`src/rtl/trans_framer_pkg.sv`:
```
// -----------------------------------------------------------------------------
// trans_framer_pkg
// Shared types and constants for the transaction framer.
//   trans_framer_state_e : framer state encoding (eight states)
//   FRAME_LEN            : number of strobe cycles in one frame
//   DEFAULT_CNT_W        : default width of the completed-frame counter
//   strobe_decode()      : one-hot strobe vector {trans,start_trans,a,b,c,end_trans}
// -----------------------------------------------------------------------------
package trans_framer_pkg;

    typedef enum logic [2:0] {
        IDLE    = 3'd0,
        S_TRANS = 3'd1,
        S_START = 3'd2,
        S_A     = 3'd3,
        S_B     = 3'd4,
        S_C     = 3'd5,
        S_END   = 3'd6,
        GAP     = 3'd7
    } trans_framer_state_e;

    localparam int FRAME_LEN     = 6;
    localparam int DEFAULT_CNT_W = 16;

    // Bit 5 is trans, bit 0 is end_trans; IDLE and GAP decode to all zeros.
    function automatic logic [FRAME_LEN-1:0] strobe_decode(input trans_framer_state_e st);
        case (st)
            S_TRANS: strobe_decode = 6'b100000;
            S_START: strobe_decode = 6'b010000;
            S_A:     strobe_decode = 6'b001000;
            S_B:     strobe_decode = 6'b000100;
            S_C:     strobe_decode = 6'b000010;
            S_END:   strobe_decode = 6'b000001;
            default: strobe_decode = 6'b000000;
        endcase
    endfunction

endpackage

```
`src/rtl/trans_framer_if.sv`:
```
// -----------------------------------------------------------------------------
// trans_framer_if
// Request handshake and frame-strobe bundle of the transaction framer.
//   req_valid / req_ready              : one-bit frame request handshake
//   trans, start_trans, a, b, c,
//   end_trans                          : frame strobes, one per cycle
//   busy                               : framer not idle
//   frame_cnt [CNT_W]                  : completed-frame count
//   abort / frame_aborted              : only when TRANS_FRAMER_ABORT_EN is defined
// Modports: master = requester/observer side, slave = framer side.
// -----------------------------------------------------------------------------
interface trans_framer_if
    import trans_framer_pkg::*;
#(
    parameter int CNT_W = DEFAULT_CNT_W
) ();

    logic             req_valid;
    logic             req_ready;
    logic             trans;
    logic             start_trans;
    logic             a;
    logic             b;
    logic             c;
    logic             end_trans;
    logic             busy;
    logic [CNT_W-1:0] frame_cnt;
`ifdef TRANS_FRAMER_ABORT_EN
    logic             abort;
    logic             frame_aborted;

    modport master (
        output req_valid, abort,
        input  req_ready, trans, start_trans, a, b, c, end_trans, busy, frame_cnt, frame_aborted
    );

    modport slave (
        input  req_valid, abort,
        output req_ready, trans, start_trans, a, b, c, end_trans, busy, frame_cnt, frame_aborted
    );
`else
    modport master (
        output req_valid,
        input  req_ready, trans, start_trans, a, b, c, end_trans, busy, frame_cnt
    );

    modport slave (
        input  req_valid,
        output req_ready, trans, start_trans, a, b, c, end_trans, busy, frame_cnt
    );
`endif

endinterface

```
`src/rtl/trans_framer.sv`:
```
// -----------------------------------------------------------------------------
// trans_framer
// Generates the six-cycle strobe sequence trans, start_trans, a, b, c,
// end_trans for every accepted one-bit frame request, with an optional idle
// gap of GAP_CYCLES cycles after each frame, and counts completed frames.
//
// Ports:
//   sysclk : clock, all logic on posedge
//   rst_n  : synchronous active-low reset
//   bus    : trans_framer_if.slave (handshake, strobes, busy, frame_cnt)
// Parameters:
//   GAP_CYCLES : idle cycles after end_trans (0 = back-to-back frames)
//   CNT_W      : width of frame_cnt (must match the interface CNT_W)
// Optional feature macro: TRANS_FRAMER_ABORT_EN (abort input, frame_aborted
// output; an abort in S_TRANS..S_C drops the frame without counting it).
// -----------------------------------------------------------------------------
module trans_framer
    import trans_framer_pkg::*;
#(
    parameter int GAP_CYCLES = 0,
    parameter int CNT_W      = DEFAULT_CNT_W
) (
    input  logic          sysclk,
    input  logic          rst_n,
    trans_framer_if.slave bus
);

    // Gap counter holds GAP_CYCLES-1 down to 0.
    localparam int               GAP_W    = (GAP_CYCLES > 1) ? $clog2(GAP_CYCLES) : 1;
    localparam logic [GAP_W-1:0] GAP_LOAD = GAP_W'((GAP_CYCLES > 0) ? (GAP_CYCLES - 1) : 0);

    trans_framer_state_e  state_r;
    trans_framer_state_e  state_s;
    logic [GAP_W-1:0]     gap_cnt_r;
    logic [GAP_W-1:0]     gap_cnt_s;
    logic [CNT_W-1:0]     frame_cnt_r;
    logic [FRAME_LEN-1:0] strobe_r;
    logic                 busy_r;
    logic                 ready_en_r;
    logic                 ready_s;
    logic                 accept_s;
    logic                 abort_s;
    logic                 abort_hit_s;

`ifdef TRANS_FRAMER_ABORT_EN
    logic                 frame_aborted_r;
    assign abort_s = bus.abort;
`else
    assign abort_s = 1'b0;
`endif

    // Ready decode: ready_en_r keeps req_ready low while reset is applied.
    always_comb begin
        ready_s = 1'b0;
        if (ready_en_r && ((state_r == IDLE) || ((state_r == S_END) && (GAP_CYCLES == 0)))) begin
            ready_s = 1'b1;
        end else begin
            ready_s = 1'b0;
        end
        accept_s = bus.req_valid && ready_s;
    end

    // Next-state and gap-counter logic.
    always_comb begin
        state_s     = state_r;
        gap_cnt_s   = gap_cnt_r;
        abort_hit_s = 1'b0;
        case (state_r)
            IDLE: begin
                if (accept_s) begin
                    state_s = S_TRANS;
                end else begin
                    state_s = IDLE;
                end
            end
            S_TRANS: state_s = S_START;
            S_START: state_s = S_A;
            S_A:     state_s = S_B;
            S_B:     state_s = S_C;
            S_C:     state_s = S_END;
            S_END: begin
                if (GAP_CYCLES == 0) begin
                    state_s = accept_s ? S_TRANS : IDLE;
                end else begin
                    state_s   = GAP;
                    gap_cnt_s = GAP_LOAD;
                end
            end
            GAP: begin
                if (gap_cnt_r == {GAP_W{1'b0}}) begin
                    state_s = IDLE;
                end else begin
                    gap_cnt_s = gap_cnt_r - GAP_W'(1);
                end
            end
            default: state_s = IDLE;
        endcase

        // Abort overrides the unconditional advance in S_TRANS..S_C only;
        // S_END is excluded so a frame reaching end_trans always counts.
        if (abort_s && (state_r inside {S_TRANS, S_START, S_A, S_B, S_C})) begin
            abort_hit_s = 1'b1;
            if (GAP_CYCLES == 0) begin
                state_s = IDLE;
            end else begin
                state_s   = GAP;
                gap_cnt_s = GAP_LOAD;
            end
        end else begin
            abort_hit_s = 1'b0;
        end
    end

    // State, registered strobes/busy and completed-frame counter.
    always_ff @(posedge sysclk) begin
        if (!rst_n) begin
            state_r     <= IDLE;
            gap_cnt_r   <= {GAP_W{1'b0}};
            frame_cnt_r <= {CNT_W{1'b0}};
            strobe_r    <= {FRAME_LEN{1'b0}};
            busy_r      <= 1'b0;
            ready_en_r  <= 1'b0;
        end else begin
            state_r    <= state_s;
            gap_cnt_r  <= gap_cnt_s;
            // Outputs are decoded from the next state so they line up with state_r.
            strobe_r   <= strobe_decode(state_s);
            busy_r     <= (state_s != IDLE);
            ready_en_r <= 1'b1;
            if (state_r == S_END) begin
                frame_cnt_r <= frame_cnt_r + CNT_W'(1);
            end
        end
    end

`ifdef TRANS_FRAMER_ABORT_EN
    // One-cycle pulse in the cycle after an abort edge.
    always_ff @(posedge sysclk) begin
        if (!rst_n) begin
            frame_aborted_r <= 1'b0;
        end else begin
            frame_aborted_r <= abort_hit_s;
        end
    end

    assign bus.frame_aborted = frame_aborted_r;
`endif

    assign bus.req_ready   = ready_s;
    assign bus.trans       = strobe_r[5];
    assign bus.start_trans = strobe_r[4];
    assign bus.a           = strobe_r[3];
    assign bus.b           = strobe_r[2];
    assign bus.c           = strobe_r[1];
    assign bus.end_trans   = strobe_r[0];
    assign bus.busy        = busy_r;
    assign bus.frame_cnt   = frame_cnt_r;

endmodule

```
`src/flat_wrapper.sv`:
```
// flat-port wrapper written by rule: the top's interface ports become plain ports
module trans_framer_flat import trans_framer_pkg::*;
#(
    parameter int GAP_CYCLES = 0,
    parameter int CNT_W      = DEFAULT_CNT_W
)
  (sysclk, rst_n, bus_req_valid, bus_req_ready, bus_trans, bus_start_trans, bus_a, bus_b, bus_c, bus_end_trans, bus_busy, bus_frame_cnt);
  trans_framer_if #(.CNT_W(CNT_W)) bus_i ();
  input  logic sysclk;
  input  logic rst_n;
  input wire logic [$bits(bus_i.req_valid)-1:0] bus_req_valid;
  output wire logic [$bits(bus_i.req_ready)-1:0] bus_req_ready;
  output wire logic [$bits(bus_i.trans)-1:0] bus_trans;
  output wire logic [$bits(bus_i.start_trans)-1:0] bus_start_trans;
  output wire logic [$bits(bus_i.a)-1:0] bus_a;
  output wire logic [$bits(bus_i.b)-1:0] bus_b;
  output wire logic [$bits(bus_i.c)-1:0] bus_c;
  output wire logic [$bits(bus_i.end_trans)-1:0] bus_end_trans;
  output wire logic [$bits(bus_i.busy)-1:0] bus_busy;
  output wire logic [$bits(bus_i.frame_cnt)-1:0] bus_frame_cnt;
  assign bus_i.req_valid = bus_req_valid;
  assign bus_req_ready = bus_i.req_ready;
  assign bus_trans = bus_i.trans;
  assign bus_start_trans = bus_i.start_trans;
  assign bus_a = bus_i.a;
  assign bus_b = bus_i.b;
  assign bus_c = bus_i.c;
  assign bus_end_trans = bus_i.end_trans;
  assign bus_busy = bus_i.busy;
  assign bus_frame_cnt = bus_i.frame_cnt;
  trans_framer #(.GAP_CYCLES(GAP_CYCLES), .CNT_W(CNT_W)) u_core (.sysclk(sysclk), .rst_n(rst_n), .bus(bus_i));
endmodule
```
`config.mk`:
```
export PLATFORM = sky130hd
export DESIGN_NAME = trans_framer_flat
export DESIGN_NICKNAME = d
export VERILOG_FILES = /design/src/rtl/trans_framer_pkg.sv /design/src/rtl/trans_framer_if.sv /design/src/rtl/trans_framer.sv /design/src/flat_wrapper.sv
export SDC_FILE = /design/constraint.sdc
export NUM_CORES = 1
export LEC_CHECK = 0
export CAP_MARGIN = 20
export CORE_MARGIN = 5
export CORE_UTILIZATION = 39
export DETAILED_ROUTE_END_ITERATION = 10
export PLACE_DENSITY_LB_ADDON = 0.08
export SETUP_SLACK_MARGIN = 0.02
export SYNTH_ARGS = -nofsm -noshare
export SYNTH_HDL_FRONTEND = slang
export SYNTH_SLANG_ARGS = --single-unit
```
`constraint.sdc`:
```
create_clock -name sysclk -period 3.2 [get_ports sysclk]
set_input_delay 0.96 -clock sysclk [delete_from_list [all_inputs] [get_ports sysclk]]
set_output_delay 0.96 -clock sysclk [all_outputs]
set_load 0.02 [all_outputs]
```
# Yosys cells after proc, flatten, opt, wreduce, memory -nomap -nowiden
# Index checks and enable logic that the tools add are counted.
# totals
in_bits,3
register_bits,28
output_inout_bits,24
wordCells,34
# op_classes
n_reduce_logical,6
n_addsub,2
n_eq_ne,13
muxes,7
# op_table
op,n
$pmux 6 s6,1
$eq 3x3->1 const B,7
$pmux 3 s7,1
$add 16x1->16 const B,1
$eq 3x2->1 const B,4
$eq 3x1->1 const B,2
$mux 1,4
$logic_not 3->1,1
$mux 3,1
$reduce_bool 3->1,1
$logic_and 1x1->1,2
$reduce_or 2->1,1
$logic_or 1x1->1,1
$sub 1x1->1 const B,1

# Logic depth before layout (Yosys ltp)
# Gate-level depths: netlist of run 1.
# logic_depth
ltp_word,9
ltp_mapped,8
depth_no_buf,6

# Least setup slack after synthesis of run 1
# No wires, ideal clock.
# synth_timing
kind,flip-flop to output port
startpoint,reg u_core.state_r[2]
endpoint,out bus_req_ready
arrival_ns,1.054
setup_slack_ns,1.186
required_time_ns,2.240
path_buffers,1
stages_incl_launch_ff,4
cell_sequence,dfxtp_1 buf_4 xnor2_1 and3b_1
# synth_between
elab_chain_cells,4
elab_cells_between_ends,5
classes_between,1 x eq/ne; 1 x mux; 3 x reduce/logical
# synth_lines
item,line_no,rtl
start: declaration,trans_framer.sv:32,trans_framer_state_e state_r;
start signal: assignment,trans_framer.sv:124,state_r <= state_s;
$eq 3x3->1 / $logic_not 3->1 (equally long branches),trans_framer.sv:55,if (ready_en_r && ((state_r == IDLE) || ((state_r == S_END) && (GAP_CYCLES == 0)))) begin
$logic_or 1x1->1 *,trans_framer.sv:55,
$logic_and 1x1->1 *,trans_framer.sv:55,
$mux 1 *,trans_framer.sv:55,
end: declaration,flat_wrapper.sv:12,output wire logic [$bits(bus_i.req_ready)-1:0] bus_req_ready;
# Mark *: on every way between the ends. The rest lies on a longest branch, timed or not.

# Worst setup path in the final report of run 1
# layout_timing
startpoint,reg u_core.state_r[1]
endpoint,out bus_req_ready
# Same word-level chain as after synthesis.

==> results of run 1 <==
[power by group through the flow]
stage / Sequential (mW) / Clock [mW] / Combinational [mW]
floorplan: 0.403 / 0 / 0.222
global placement: 0.413 / 0 / 0.277
detailed placement: 0.415 / 0 / 0.275
CTS: 0.407 / 0.157 / 0.276
global route: 0.417 / 0.168 / 0.307
finish: 0.410 / 0.146 / 0.274
[final timing paths]
path	start	to	slack, ns	depth (start not counted)
setup / recovery	u_core.state_r[1]	bus_req_ready	0.28	3
hold / removal	u_core.bus.frame_cnt[15]	u_core.bus.frame_cnt[15]	0.50	2
setup reg to reg	u_core.state_r[2]	u_core.strobe_r[0]	1.21	6
hold reg to reg	u_core.bus.frame_cnt[15]	u_core.bus.frame_cnt[15]	0.50	2
[state kept, by name (all words and copies together) (netlist names)]
signal	flops
u_core.bus.busy	1
u_core.bus.frame_cnt	16
u_core.ready_en_r	1
u_core.state_r	3
u_core.strobe_r	6
[layout make-up]
cell class / count / area share [%]
sequential: 27 / 34.07
timing repair buffer: 26 / 16.37
inverter: 9 / 2.124
clock buffer: 4 / 1.652
multi-input combinational: 98 / 42.33
tap: 44 / 3.462
[cells in the final DEF, fill, tap and decap left out, types with 2 or more instances in the layout]
cell type,count
or4_1,5
xnor2_1,6
nor3_1,2
ha_1,3
nor4_1,2
inv_1,9
o22ai_1,2
nand2b_1,2
clkdlybuf4s50_1,26
nand2_1,7
nand4_1,4
xor2_1,4
o21ai_0,3
and3b_1,2
and2_1,2
o31ai_1,5
a21oi_1,10
nand3_1,6
clkbuf_4,3
dfxtp_1,26
nor2_1,14
[cell families after synthesis]
| group | Yosys count | synth area share [%] |
|---|---|---|
| simple gates | 57 | 26.66 |
| buf+inv | 16 | 5.641 |
| mux | 1 | 0.7782 |
| flops | 27 | 42.02 |
| fa+ha+maj | 4 | 3.697 |
| xor+xnor | 10 | 6.809 |
| compound gates | 26 | 14.40 |
[critical path, delay by kind of cell, from the launching register on]
family	cells	cell delay, ns
buf+inv	1	0.60
simple gates	1	0.22
xor+xnor	1	0.38
flops	1	0.43
[synth_stat cells, drive strengths merged]
cell type	count
ha	3
nand2b	2
o211a	1
a211oi	2
a21oi	10
o31ai	5
maj3	1
inv	9
nor4	3
and4b	1
nor3b	1
nor2	14
mux2i	1
o22ai	2
and3b	2
or4	5
and4	1
nand4b	1
xor2	4
nor3	2
and2	2
clkbuf	3
nand2	8
nand3b	1
xnor2	6
nand3	6
and3	1
a221oi	1
or3	2
a41oi	1
dfxtp	27
buf	4
o21ai	4
nand4	5
[routing by layer]
metal	wire length (um)	up-vias	GRT usage [%]	share of wire, %
li1	-	548	-	-
met3	117	4	2.329	4.4
met4	30	0	3.797	1.1
met5	0	-	0	0
met2	1205	21	20.86	46
met1	1283	525	17.12	49
[through the flow]
step	cells	instance area, um^2	utilization, %
3_5_place_dp	204	1563	50.36
6_report	208	1590	51.25
2_1_floorplan	141	1286	-
3_3_place_gp	204	1563	50.36
4_1_cts	208	1589	51.21
5_1_grt	208	1590	51.25
==> impl_results.md, run 1 <==
* WP data required at 2.24 ns
* Maxcap violations at 0
* Row count at 20
* Synth Cell Area at 1286 um^2
* Vias in the first global route at between 1000 and 1500
* Vias at between 1000 and 1500
* Clock Skew at 0.001126 ns
* Grt total ovfl at 0
* Layout cell share with drive strength beyond 1 at 6.098%
* Worst setup SP type: flip-flop
* Cells along the critical path: xnor2_1 > and3b_1 > clkdlybuf4s50_1
* Seq/Total Area, Yosys at 42.02%
* FF/Latch Area at approximately 540 um^2
* Min Tclk post-route at 2.921 ns
* DRT Wirelength at 2.638 mm
* Slew @ Worst Pin at 0.5225 ns
* Post-route setup TNS at 0 ns
* Worst Path Max Fanout at 17
* Count of final setup violators at 0
* Input/output buffers at 26
* Post-route ant nets at 0
* CTS Buf Count at 3
* # resized after CTS at 0
* Synth top area cells: dfxtp_1 42%, nor2_1 4.1%, xnor2_1 4.1%, a21oi_1 3.9%, ha_1 2.9%
* Crit Path Category: flip-flop to primary output
* First-pass GRT wire length at 4.560 mm
* Data arrival, critical path at 1.96 ns
* WL per Instance at 12.68 um
* Int Pwr at about 0.54 mW
* Area share of the largest cell type after synthesis at 42.02%
* Max-slew violations at 0
* Routability Congestion at 0.7504
* Area of the core at 3103 um^2
* Yosys top cell by area: dfxtp_1
* Synth warnings at 0
* Unrepaired setup endpoints after global routing: no
* Area delta synth->final at 23.64%
* # diodes at 0
* Antenna violations before repair at 0
* Slowest cell on crit path: clkdlybuf4s50_1
* Worst min-delay path category: flip-flop to flip-flop
* Place WS at 0.5273 ns
* CTS Hold Buffers Added at 0
* Yosys reg bits at 27
* Max-slew headroom at 65.13%
* Hold slack at roughly 0.5 ns
* Power Dens Cells at about 520 nW/um^2
* Leak at 0.5578 nW
* H-tree levels at 1
* Sw frac at 34.70%
* Clock share of power at 17.6%
* Final WS setup at 0.2788 ns
* IO Pins at 27
* Initial DRC count at 63
* Residual DRC count at 0
* Via/cell ratio at 5.279
* Comb power frac at roughly a third
* Worst setup EP type: primary output
* Net Count, Synth at between 100 and 150
* Multi-input combinational cell area at 673.1 um^2
* Largest net degree at the start of global routing at 18
* Syn Area/Cell at 9.122 um^2
* Die area at 4547 um^2
* Count of cell types in the netlist at 43
* Psw at around 0.29 mW
* Pwr Total at between 0.8 and 0.9 mW
* Detailed placement HPWL at ~2.0 mm
* Starting density of the core at 41.45%
* Sequential power share at 49.4%
* Worst-path clk slew at ~0.14 ns
* Clock latency at the later pin of the worst-skew pair at ~0.32 ns
* VDD IR max at 0.2723 mV
* Max stage delay on crit path at 0.60 ns
* Fmax at 0.3423 GHz
* CTS sink count at 27
* Longest Clk Path Bufs at 2
* DRT Pass-1 Iters at 4
* Overall routing resource usage at ~13%
* Layout Nets at about 170
* Tcrit/Tclk final at about nine tenths
* Status: finished, final reports clean
* Fillers at 329
* CTS tree: yes
* Syn Inst Count at 141
* Die boundary height at 67.43 um
* Hold Vio Cnt, Final at 0
* DIE WIDTH at 67.43 um
* Clock root buffer: clkbuf_4
* Post-CTS setup buffer count at 0
No activity file was read; power rests on OpenSTA's default activity.
==> run 2, diff against run 1 <==
--- a/config.mk
+++ b/config.mk
@@ -9,6 +9,7 @@
 export CORE_MARGIN = 5
 export CORE_UTILIZATION = 39
 export DETAILED_ROUTE_END_ITERATION = 10
+export DONT_BUFFER_PORTS = 1
 export PLACE_DENSITY_LB_ADDON = 0.08
 export SETUP_SLACK_MARGIN = 0.02
 export SYNTH_ARGS = -nofsm -noshare
==> impl_results.md, run 2 (synthesis results as in run 1) <==
* Most frequent cells in the layout: 27 x dfxtp_1, 14 x nor2_1, 10 x a21oi_1 (was 26 x clkdlybuf4s50_1, 26 x dfxtp_1, 14 x nor2_1)
* IO Pins at 27 (unchanged)
* Tcrit/Tclk final at 80.14% (was 91.29%)
* Worst min-delay path category: flip-flop to flip-flop (unchanged)
* Count of final setup violators at 0 (unchanged)
* WP data required at 2.24 ns (about the same)
* Max-slew violations at 0 (unchanged)
* Commonest non-fill, non-tap cell in the layout: dfxtp_1
* Grt total ovfl at 0 (unchanged)
* CTS tree: yes (unchanged)
* Placed Instances at 178 (was 204)
* Input/output buffers at 0 (was 26)
* Worst setup SP type: flip-flop (unchanged)
* Layout cell share with drive strength beyond 1 at 6.522% (was 6.098%)
* DIE WIDTH at 67.43 um (unchanged)
* Post-route insts no fill at 182 (was 208)
* CTS sink count at 27 (unchanged)
* Uppermost layer routed: met4 (unchanged)
* Data arrival, critical path at 1.60 ns (was 1.96 ns)
* Routability Congestion at 0.7384 (was 0.7504)
* Worst Path Max Fanout at 17 (unchanged)
* WL per Instance at 14.43 um (was 12.68 um)
* WL met2 at 1.146 mm (was 1.205 mm)
* Max-slew headroom at 65.01% (was 65.13%)
* Detailed placement HPWL at 1.933 mm (was 1.962 mm)
* Place WS at 0.9986 ns (was 0.5273 ns)
* Post-route ant nets at 0 (unchanged)
* # diodes at 0 (unchanged)
* Layout Nets at 145 (was 171)
* Leak at 0.4674 nW (was 0.5578 nW)
* FF/Latch Area at 540.5 um^2 (was 541.8 um^2)
* Overall routing resource usage at 12.18% (was 12.79%)
* Initial DRC count at 93 (was 63)
* Final core occ at 42.82% (was 51.25%)
* VDD IR max at 0.3086 mV (was 0.2723 mV)
* DRT Pass-1 Iters at 4 (unchanged)
* WL met1 at 1.291 mm (was 1.283 mm)
* Row count at 20 (unchanged)
* CTS Hold Buffers Added at 0 (unchanged)
* Maxcap violations at 0 (unchanged)
* Area of the core at 3103 um^2 (unchanged)
* CTS Buf Count at 3 (unchanged)
* Crit path buf inv count at 0 (was 1)
* Die boundary height at 67.43 um (unchanged)
* Crit Path Category: flip-flop to primary output (unchanged)
* H-tree levels at 1 (unchanged)
* # resized after CTS at 0 (unchanged)
* Fillers at 319 (was 329)
* Fmax at 0.3899 GHz (was 0.3423 GHz)
* Unrepaired setup endpoints after global routing: no (unchanged)
* First-pass GRT wire length at 4.333 mm (was 4.560 mm)
* DRT Wirelength at 2.626 mm (was 2.638 mm)
* Power Dens Cells at 592.8 nW/um^2 (was 521.8 nW/um^2)
* Clock Skew at 0.006406 ns (was 0.001126 ns)
* Post-CTS setup buffer count at 0 (unchanged)
* Clock latency at the later pin of the worst-skew pair at 0.31 ns (was 0.32 ns)
* Antenna violations before repair at 0 (unchanged)
* Die area at 4547 um^2 (unchanged)
* Slew @ Worst Pin at 0.5241 ns (was 0.5225 ns)
* Vias in the first global route at 955 (was 1062)
* Via/cell ratio at 5.429 (was 5.279)
* Met3 Wirelength at 171 um (was 117 um)
* Post-route setup TNS at 0 ns (unchanged)
* Worst-path clk slew at 0.14 ns (about the same)
* Longest Clk Path Bufs at 2 (unchanged)
* Max stage delay on crit path at 0.68 ns (was 0.60 ns)
* Vias at 988 (was 1098)
* Status: finished, final reports clean (unchanged)
* Slowest cell on crit path: dfxtp_1 (was clkdlybuf4s50_1)
* Crit path max-delay family: flip-flops (was buffers and inverters)
* Clock root buffer: clkbuf_4 (unchanged)
* Area delta synth->final at 3.307% (was 23.64%)
* Residual DRC count at 0 (unchanged)
* Cells along the critical path: xnor2_1 > and3b_1 (was xnor2_1 > and3b_1 > clkdlybuf4s50_1)
* Min Tclk post-route at 2.565 ns (was 2.921 ns)
* Max FFs per register at 16 (unchanged)
* Hold Vio Cnt, Final at 0 (unchanged)
* Largest net degree at the start of global routing at 18 (unchanged)
* Pwr Total at 0.7876 mW (was 0.8297 mW)
* Multi-input combinational cell area at 673.1 um^2 (unchanged)
* Worst setup EP type: primary output (unchanged)
* Final WS setup at 0.6355 ns (was 0.2788 ns)
* Starting density of the core at 41.45% (unchanged)
-- run 2: worst register-to-register path: cells and delay by family (launching register included) --
family,cells,cell delay [ns]
AOI/OAI and AO/OA,2,0.47
adders and majority gates,1,0.30
buffers and inverters,1,0.10
DFF,1,0.68
and+or+nand+nor,2,0.45
-- run 2: per-stage QoR --
step,hold slack [ns],cell area (um^2)
6_report,0.5961,1329
5_1_grt,0.6252,1329
4_1_cts,0.6047,1329
3_5_place_dp,0.5856,1303
3_3_place_gp,0.5715,1303
2_1_floorplan,0.5426,1286
-- run 2: final timing paths --
check	cells past startpoint	slack, ns	start	endpoint
setup / recovery	2	0.64	u_core.state_r[1]	bus_req_ready
hold reg to reg	2	0.60	u_core.bus.frame_cnt[15]	u_core.bus.frame_cnt[15]
setup reg to reg	6	1.14	u_core.state_r[1]	u_core.strobe_r[0]
hold / removal	2	0.60	u_core.bus.frame_cnt[15]	u_core.bus.frame_cnt[15]
-- run 2: layout make-up --
type	count	area share (%)
clock buffers	4	1.977
inverters	9	2.542
flip-flops and latches	27	40.68
well taps	44	4.143
multi-input cells	98	50.66
-- run 2: layer usage --
| metal | track usage [%] | up-vias |
|---|---|---|
| met2 | 20.12 | 23 |
| met1 | 15.14 | 461 |
| li1 | - | 502 |
| met4 | 3.544 | 0 |
| met5 | 0 | - |
| met3 | 3.827 | 2 |
-- run 2: where the power goes --
part,leakage (nW),internal (mW),switching (mW)
clock,0.0150,0.0487,0.0956
sequential,0.219,0.364,0.0671
combinational,0.234,0.0923,0.120
